--- src/rtl/code_sequencer_if.sv ---
// code_sequencer_if: program load, run control, controller feedback and
// instruction outputs of the code sequencer.
// Optional macro CODE_SEQ_PERF_EN adds the run_cycles output.
interface code_sequencer_if #(
  parameter int OP_SIZE = 4,
  parameter int ADDR_W  = 4
);
  logic                 prog_we;
  logic [ADDR_W-1:0]    prog_addr;
  logic [OP_SIZE-1:0]   prog_op;
  logic [31:0]          prog_arg;
  logic                 start;
  logic [15:0]          epochs;
  logic                 abort;
  logic                 count_reset;
  logic                 code_active;
  logic                 code_reset;
  logic [OP_SIZE-1:0]   op;
  logic [31:0]          code_count;
  logic [31:0]          code_index;
  logic                 enable;
  logic [15:0]          epoch_index;
  logic                 done;
`ifdef CODE_SEQ_PERF_EN
  logic [31:0]          run_cycles;
`endif

  // Host / controller side.
  modport master (
    output prog_we, prog_addr, prog_op, prog_arg, start, epochs, abort,
    output count_reset, code_active, code_reset,
    input  op, code_count, code_index, enable, epoch_index, done
`ifdef CODE_SEQ_PERF_EN
    , input run_cycles
`endif
  );

  // Sequencer side.
  modport slave (
    input  prog_we, prog_addr, prog_op, prog_arg, start, epochs, abort,
    input  count_reset, code_active, code_reset,
    output op, code_count, code_index, enable, epoch_index, done
`ifdef CODE_SEQ_PERF_EN
    , output run_cycles
`endif
  );
endinterface

--- src/rtl/code_sequencer.sv ---
// code_sequencer: holds a {op, arg} program, presents the current line to the
// training controller, counts cycles per line and replays for N epochs.
// Optional macro CODE_SEQ_PERF_EN adds a saturating run_cycles counter.
module code_sequencer #(
  parameter int OP_SIZE = 4,
  parameter int DEPTH   = 16,
  parameter int ADDR_W  = 4
) (
  input  logic                clk,
  input  logic                rst,
  code_sequencer_if.slave     bus
);

  typedef enum logic [1:0] {IDLE, RUN, DONE} state_t;

  state_t                    state_q, state_d;
  logic [ADDR_W-1:0]         line_q, line_d;
  logic [31:0]               count_q, count_d;
  logic [15:0]               epoch_q, epoch_d;
  logic [15:0]               epochs_q, epochs_d;
  logic [OP_SIZE+31:0]       mem [DEPTH];
  logic [OP_SIZE-1:0]        cur_op;
  logic [31:0]               cur_arg;
  logic                      end_of_pass;
  logic                      start_ok;

  assign cur_op      = mem[line_q][OP_SIZE+31:32];
  assign cur_arg     = mem[line_q][31:0];
  assign end_of_pass = (cur_op == '0) ||
                       (bus.code_active && (line_q == ADDR_W'(DEPTH - 1)));
  assign start_ok    = bus.start && !bus.abort && (state_q != RUN);

  // Program store: no reset so a loaded program survives rst; locked during RUN.
  always_ff @(posedge clk) begin
    if (bus.prog_we && (state_q != RUN) && (32'(bus.prog_addr) < DEPTH))
      mem[bus.prog_addr] <= {bus.prog_op, bus.prog_arg};
  end

  // State, line, per-line counter and epoch registers.
  always_ff @(posedge clk) begin
    if (rst) begin
      state_q  <= IDLE;
      line_q   <= '0;
      count_q  <= '0;
      epoch_q  <= '0;
      epochs_q <= '0;
    end else begin
      state_q  <= state_d;
      line_q   <= line_d;
      count_q  <= count_d;
      epoch_q  <= epoch_d;
      epochs_q <= epochs_d;
    end
  end

  // Next-state: abort, then per-state run control in controller-feedback priority.
  always_comb begin
    state_d  = state_q;
    line_d   = line_q;
    count_d  = count_q;
    epoch_d  = epoch_q;
    epochs_d = epochs_q;
    if (bus.abort) begin
      state_d = IDLE;
      line_d  = '0;
      count_d = '0;
    end else begin
      unique case (state_q)
        IDLE, DONE: begin
          if (bus.start) begin
            line_d   = '0;
            count_d  = '0;
            epoch_d  = '0;
            epochs_d = bus.epochs;
            state_d  = (bus.epochs == '0) ? DONE : RUN;
          end
        end
        RUN: begin
          if (bus.code_reset) begin
            line_d  = '0;
            count_d = '0;
          end else if (end_of_pass) begin
            line_d  = '0;
            count_d = '0;
            // 17-bit compare so epoch+1 cannot wrap at 16'hFFFF.
            if (({1'b0, epoch_q} + 17'd1) < {1'b0, epochs_q})
              epoch_d = epoch_q + 16'd1;
            else
              state_d = DONE;
          end else if (bus.code_active) begin
            line_d  = line_q + ADDR_W'(1);
            count_d = '0;
          end else if (bus.count_reset) begin
            count_d = '0;
          end else if (count_q != '1) begin
            count_d = count_q + 32'd1;
          end
        end
        default: state_d = IDLE;
      endcase
    end
  end

  // Instruction outputs are live only while running.
  always_comb begin
    bus.op          = (state_q == RUN) ? cur_op  : '0;
    bus.code_index  = (state_q == RUN) ? cur_arg : '0;
    bus.enable      = (state_q == RUN);
    bus.done        = (state_q == DONE);
    bus.code_count  = count_q;
    bus.epoch_index = epoch_q;
  end

`ifdef CODE_SEQ_PERF_EN
  logic [31:0] run_cycles_q;

  // Saturating count of cycles spent in RUN; cleared by each accepted start.
  always_ff @(posedge clk) begin
    if (rst || start_ok)
      run_cycles_q <= '0;
    else if ((state_q == RUN) && (run_cycles_q != '1))
      run_cycles_q <= run_cycles_q + 32'd1;
  end

  assign bus.run_cycles = run_cycles_q;
`else
  logic unused_start_ok;
  assign unused_start_ok = start_ok;
`endif

endmodule

--- src/flat_wrapper.sv ---
// flat-port wrapper written by rule: the top's interface ports become plain ports
module code_sequencer_flat 
#(
  parameter int OP_SIZE = 4,
  parameter int DEPTH   = 16,
  parameter int ADDR_W  = 4
)
  (clk, rst, bus_prog_we, bus_prog_addr, bus_prog_op, bus_prog_arg, bus_start, bus_epochs, bus_abort, bus_count_reset, bus_code_active, bus_code_reset, bus_op, bus_code_count, bus_code_index, bus_enable, bus_epoch_index, bus_done);
  code_sequencer_if #(.OP_SIZE(OP_SIZE), .ADDR_W(ADDR_W)) bus_i ();
  input  logic clk;
  input  logic rst;
  input wire logic [$bits(bus_i.prog_we)-1:0] bus_prog_we;
  input wire logic [$bits(bus_i.prog_addr)-1:0] bus_prog_addr;
  input wire logic [$bits(bus_i.prog_op)-1:0] bus_prog_op;
  input wire logic [$bits(bus_i.prog_arg)-1:0] bus_prog_arg;
  input wire logic [$bits(bus_i.start)-1:0] bus_start;
  input wire logic [$bits(bus_i.epochs)-1:0] bus_epochs;
  input wire logic [$bits(bus_i.abort)-1:0] bus_abort;
  input wire logic [$bits(bus_i.count_reset)-1:0] bus_count_reset;
  input wire logic [$bits(bus_i.code_active)-1:0] bus_code_active;
  input wire logic [$bits(bus_i.code_reset)-1:0] bus_code_reset;
  output wire logic [$bits(bus_i.op)-1:0] bus_op;
  output wire logic [$bits(bus_i.code_count)-1:0] bus_code_count;
  output wire logic [$bits(bus_i.code_index)-1:0] bus_code_index;
  output wire logic [$bits(bus_i.enable)-1:0] bus_enable;
  output wire logic [$bits(bus_i.epoch_index)-1:0] bus_epoch_index;
  output wire logic [$bits(bus_i.done)-1:0] bus_done;
  assign bus_i.prog_we = bus_prog_we;
  assign bus_i.prog_addr = bus_prog_addr;
  assign bus_i.prog_op = bus_prog_op;
  assign bus_i.prog_arg = bus_prog_arg;
  assign bus_i.start = bus_start;
  assign bus_i.epochs = bus_epochs;
  assign bus_i.abort = bus_abort;
  assign bus_i.count_reset = bus_count_reset;
  assign bus_i.code_active = bus_code_active;
  assign bus_i.code_reset = bus_code_reset;
  assign bus_op = bus_i.op;
  assign bus_code_count = bus_i.code_count;
  assign bus_code_index = bus_i.code_index;
  assign bus_enable = bus_i.enable;
  assign bus_epoch_index = bus_i.epoch_index;
  assign bus_done = bus_i.done;
  code_sequencer #(.OP_SIZE(OP_SIZE), .DEPTH(DEPTH), .ADDR_W(ADDR_W)) u_core (.clk(clk), .rst(rst), .bus(bus_i));
endmodule
--- config.mk ---
export PLATFORM = sky130hd
export DESIGN_NAME = code_sequencer_flat
export DESIGN_NICKNAME = d
export VERILOG_FILES = /design/src/rtl/code_sequencer_if.sv /design/src/rtl/code_sequencer.sv /design/src/flat_wrapper.sv
export SDC_FILE = /design/constraint.sdc
export NUM_CORES = 1
export LEC_CHECK = 0
export CORE_MARGIN = 2
export CORE_UTILIZATION = 49
export CTS_BUF_LIST = sky130_fd_sc_hd__clkbuf_4
export CTS_CLUSTER_DIAMETER = 40
export DETAILED_ROUTE_END_ITERATION = 12
export PLACE_DENSITY = 0.73
export SLEW_MARGIN = 0
export SYNTH_ARGS = -nofsm -noshare
export SYNTH_HDL_FRONTEND = slang
export SYNTH_SLANG_ARGS = --single-unit
--- constraint.sdc ---
create_clock -name clk -period 10.1 [get_ports clk]
set_input_delay 2.525 -clock clk [delete_from_list [all_inputs] [get_ports clk]]
set_output_delay 2.525 -clock clk [all_outputs]
set_load 0.02 [all_outputs]
==> results.toml <==
[clocking]
cts_setup_buffers = 0
clock-sinks = 650
root_buffer = "clkbuf_4"
cts-resized-gates = 0
cts_htree_levels = 4
worstSkewPairLatency_ps = 1010
cts_inserted_buffers = 161
clkSlewWorstSetupHoldPaths_ps = 70
clk_path_buf_depth = 3
hold_buffers = 0
tritoncts = "done"

[placed_design]
post-dp-hpwl_um = 29400
io_buffers = 149
dp_cells = 2209
gp_congestion = 0.796

[timing]
timing.setup.tns_ps = 0
finalCriticalPeriod_ps = 7120
max_freq_mhz = 140
grt_setup_unrepaired = "false"
finClkSkew_ps = 56.6
hold_viol = 0
slew_headroom = 0.272
hold_ws_ps = 462
fin_crit_sh = 0.705
setup_viol = 0
drv_slew = 0
tightestPinTransition_ps = 1090

[power]
power.leakage_nw = 9.58
p_per_area_nw_per_um2 = 172
ir_worst_vdd_uv = 129

[routing]
postRouteAntennaNets = 0
drc = 0
wl_per_cell_um = 23.3
vias = 14600
drt_wl_total_um = 58000
drt-vias-per-instance = 5.84
dr.pass1.iters = 5
drt_iter0_drc = 1301

[synthesis]
syn_inst = 1418
synth_nets = 1500
synth_top_area_share = 0.660
async_flop_share = 0
seq_area_frac_synth = 0.716
synth_enable_flop_cells = 576
syn_area_um2 = 26200
ys_types = 55
synthTopCellsByArea = "edfxtp_1 66%, mux4_2 15%, dfxtp_1 5.6%"
ys_ff_latch = 650
yosysWarnings = 0
yosys.area.top_type = "edfxtp_1"
synth_flop_cell = "edfxtp_1"
syn_area_per_cell_um2 = 18.5

[global_route]
grt_pass1_vias = 15000
grt_pass1_wl_um = 88100
grt_start_max_net_pins = 103
overflow = 0
antenna_found_initial = 5
track_usage = 0.213

[worst_setup_path]
worstPathArrival_ps = 4590
r2r.worst_path.cells = 7
cp-start-kind = "flip-flop"
r2r-end = "u_core.bus.code_count[21]"
worstSetupEndpointType = "primary output"
crit_required_ps = 7580
critPathKind = "reg2out"
regToRegSetupSlack_ps = 5250
cp_max_fo = 102

[status]
status = "completed"

[final_layout]
drive_gt1_frac = 0.275
fin_cells = 2492
final_util = 0.580
layout_commonest_cell = "edfxtp_1"
fin_nets = 1766
layout_common_cells = "576 x edfxtp_1, 230 x clkbuf_4, 176 x mux4_2"
syn2layout_area_growth_pct = 16.6

[floorplanning]
num_rows = 84
die_y_um = 235
die_w_um = 235
dieArea_um2 = 55400
ioPinCount = 150
coreArea_um2 = 52800
initial_utilization = 0.497

[job]
drv_cap = 0

[worst_hold_path]
min-delay-start = "u_core.epochs_q[9]"
holdPathStages = 2
holdPathEnd = "u_core.epochs_q[9]"
hold_class = "reg2reg"
-- metal layers --
layer	GRT usage	vias to the layer above	wire length, µm
met1	0.277	7513	23800
met2	0.351	536	28900
li1	-	6409	-
met3	0.0494	92	4110
met4	0.0857	6	1190
met5	0	-	47
-- layout make-up --
class                   instances  area (µm²)
fillers                      3913       22200
flip-flops and latches        650       18800
multi-input cells             649        7060
clock buffers                 230        1730
repair buffers                173        1680
well taps                     688         861
clock inverters                51         280
inverters                      49         184
diodes                          2        5.00
-- synthesized netlist by cell type, types with 18 or more instances --
cell type / instances
ha_1: 18
nand3_1: 48
edfxtp_1: 576
nand2_1: 86
nor3_1: 18
mux4_2: 176
nand4_1: 24
and2_1: 40
nor2_1: 53
clkbuf_1: 41
dfxtp_1: 74
a21oi_1: 25
inv_1: 49
-- power breakdown --
part | total, mW | internal, mW | switching (mW)
registers | 2.96 | 2.95 | 0.00833
clock network | 2.13 | 1.08 | 1.04
logic | 0.161 | 0.0578 | 0.103
total | 5.25 | 4.10 | 1.16
-- kinds of logic (layout without fill, tap and decap cells) --
kind of cell,count (synthesis),in the layout,share of synthesized area
xor+xnor,16,16,0.00534
compound gates,111,111,0.0352
buf+inv,119,503,0.0194
other cells,0,2,0
fa+ha+maj,18,18,0.00859
simple gates,324,324,0.0627
mux,180,180,0.153
flops,650,650,0.716
-- flip-flops by register name, summed over array words and instances (netlist names), named ones only --
register and cells:
u_core.mem 576, u_core.bus.code_count 32, u_core.bus.epoch_index 16, u_core.epochs_q 16
u_core.line_q 4, u_core.state_q 2
-- critical path: stages (launching register included) --
cell             delay, ps
dfxtp_4                930
buf_12                 660
mux4_2                 600
mux4_2                 540
and2_1                 190
clkdlybuf4s50_1        530
-- per-stage QoR --
| step | instance area [µm²] | setup slack (ps) | power [mW] |
|---|---|---|---|
| after CTS | 30600 | 2780 | 5.31 |
| after global placement | 28600 | 3890 | 3.17 |
| after detailed placement | 28600 | 3860 | 3.18 |
| after global routing | 30600 | 2660 | 5.45 |
| final | 30600 | 2980 | 5.25 |
| after floorplan | 26200 | 4190 | 3.09 |
-- how the worst max path moves through the flow --
stage                     start            endpoint
finish                flip-flop   bus_code_index[0]
global route          flip-flop  bus_code_index[22]
CTS                   flip-flop   bus_code_index[0]
detailed placement    flip-flop   bus_code_index[0]
global placement      flip-flop   bus_code_index[0]
floorplan           bus_prog_we    u_core.mem[0][0]
Power figures use the tool's default switching activity.
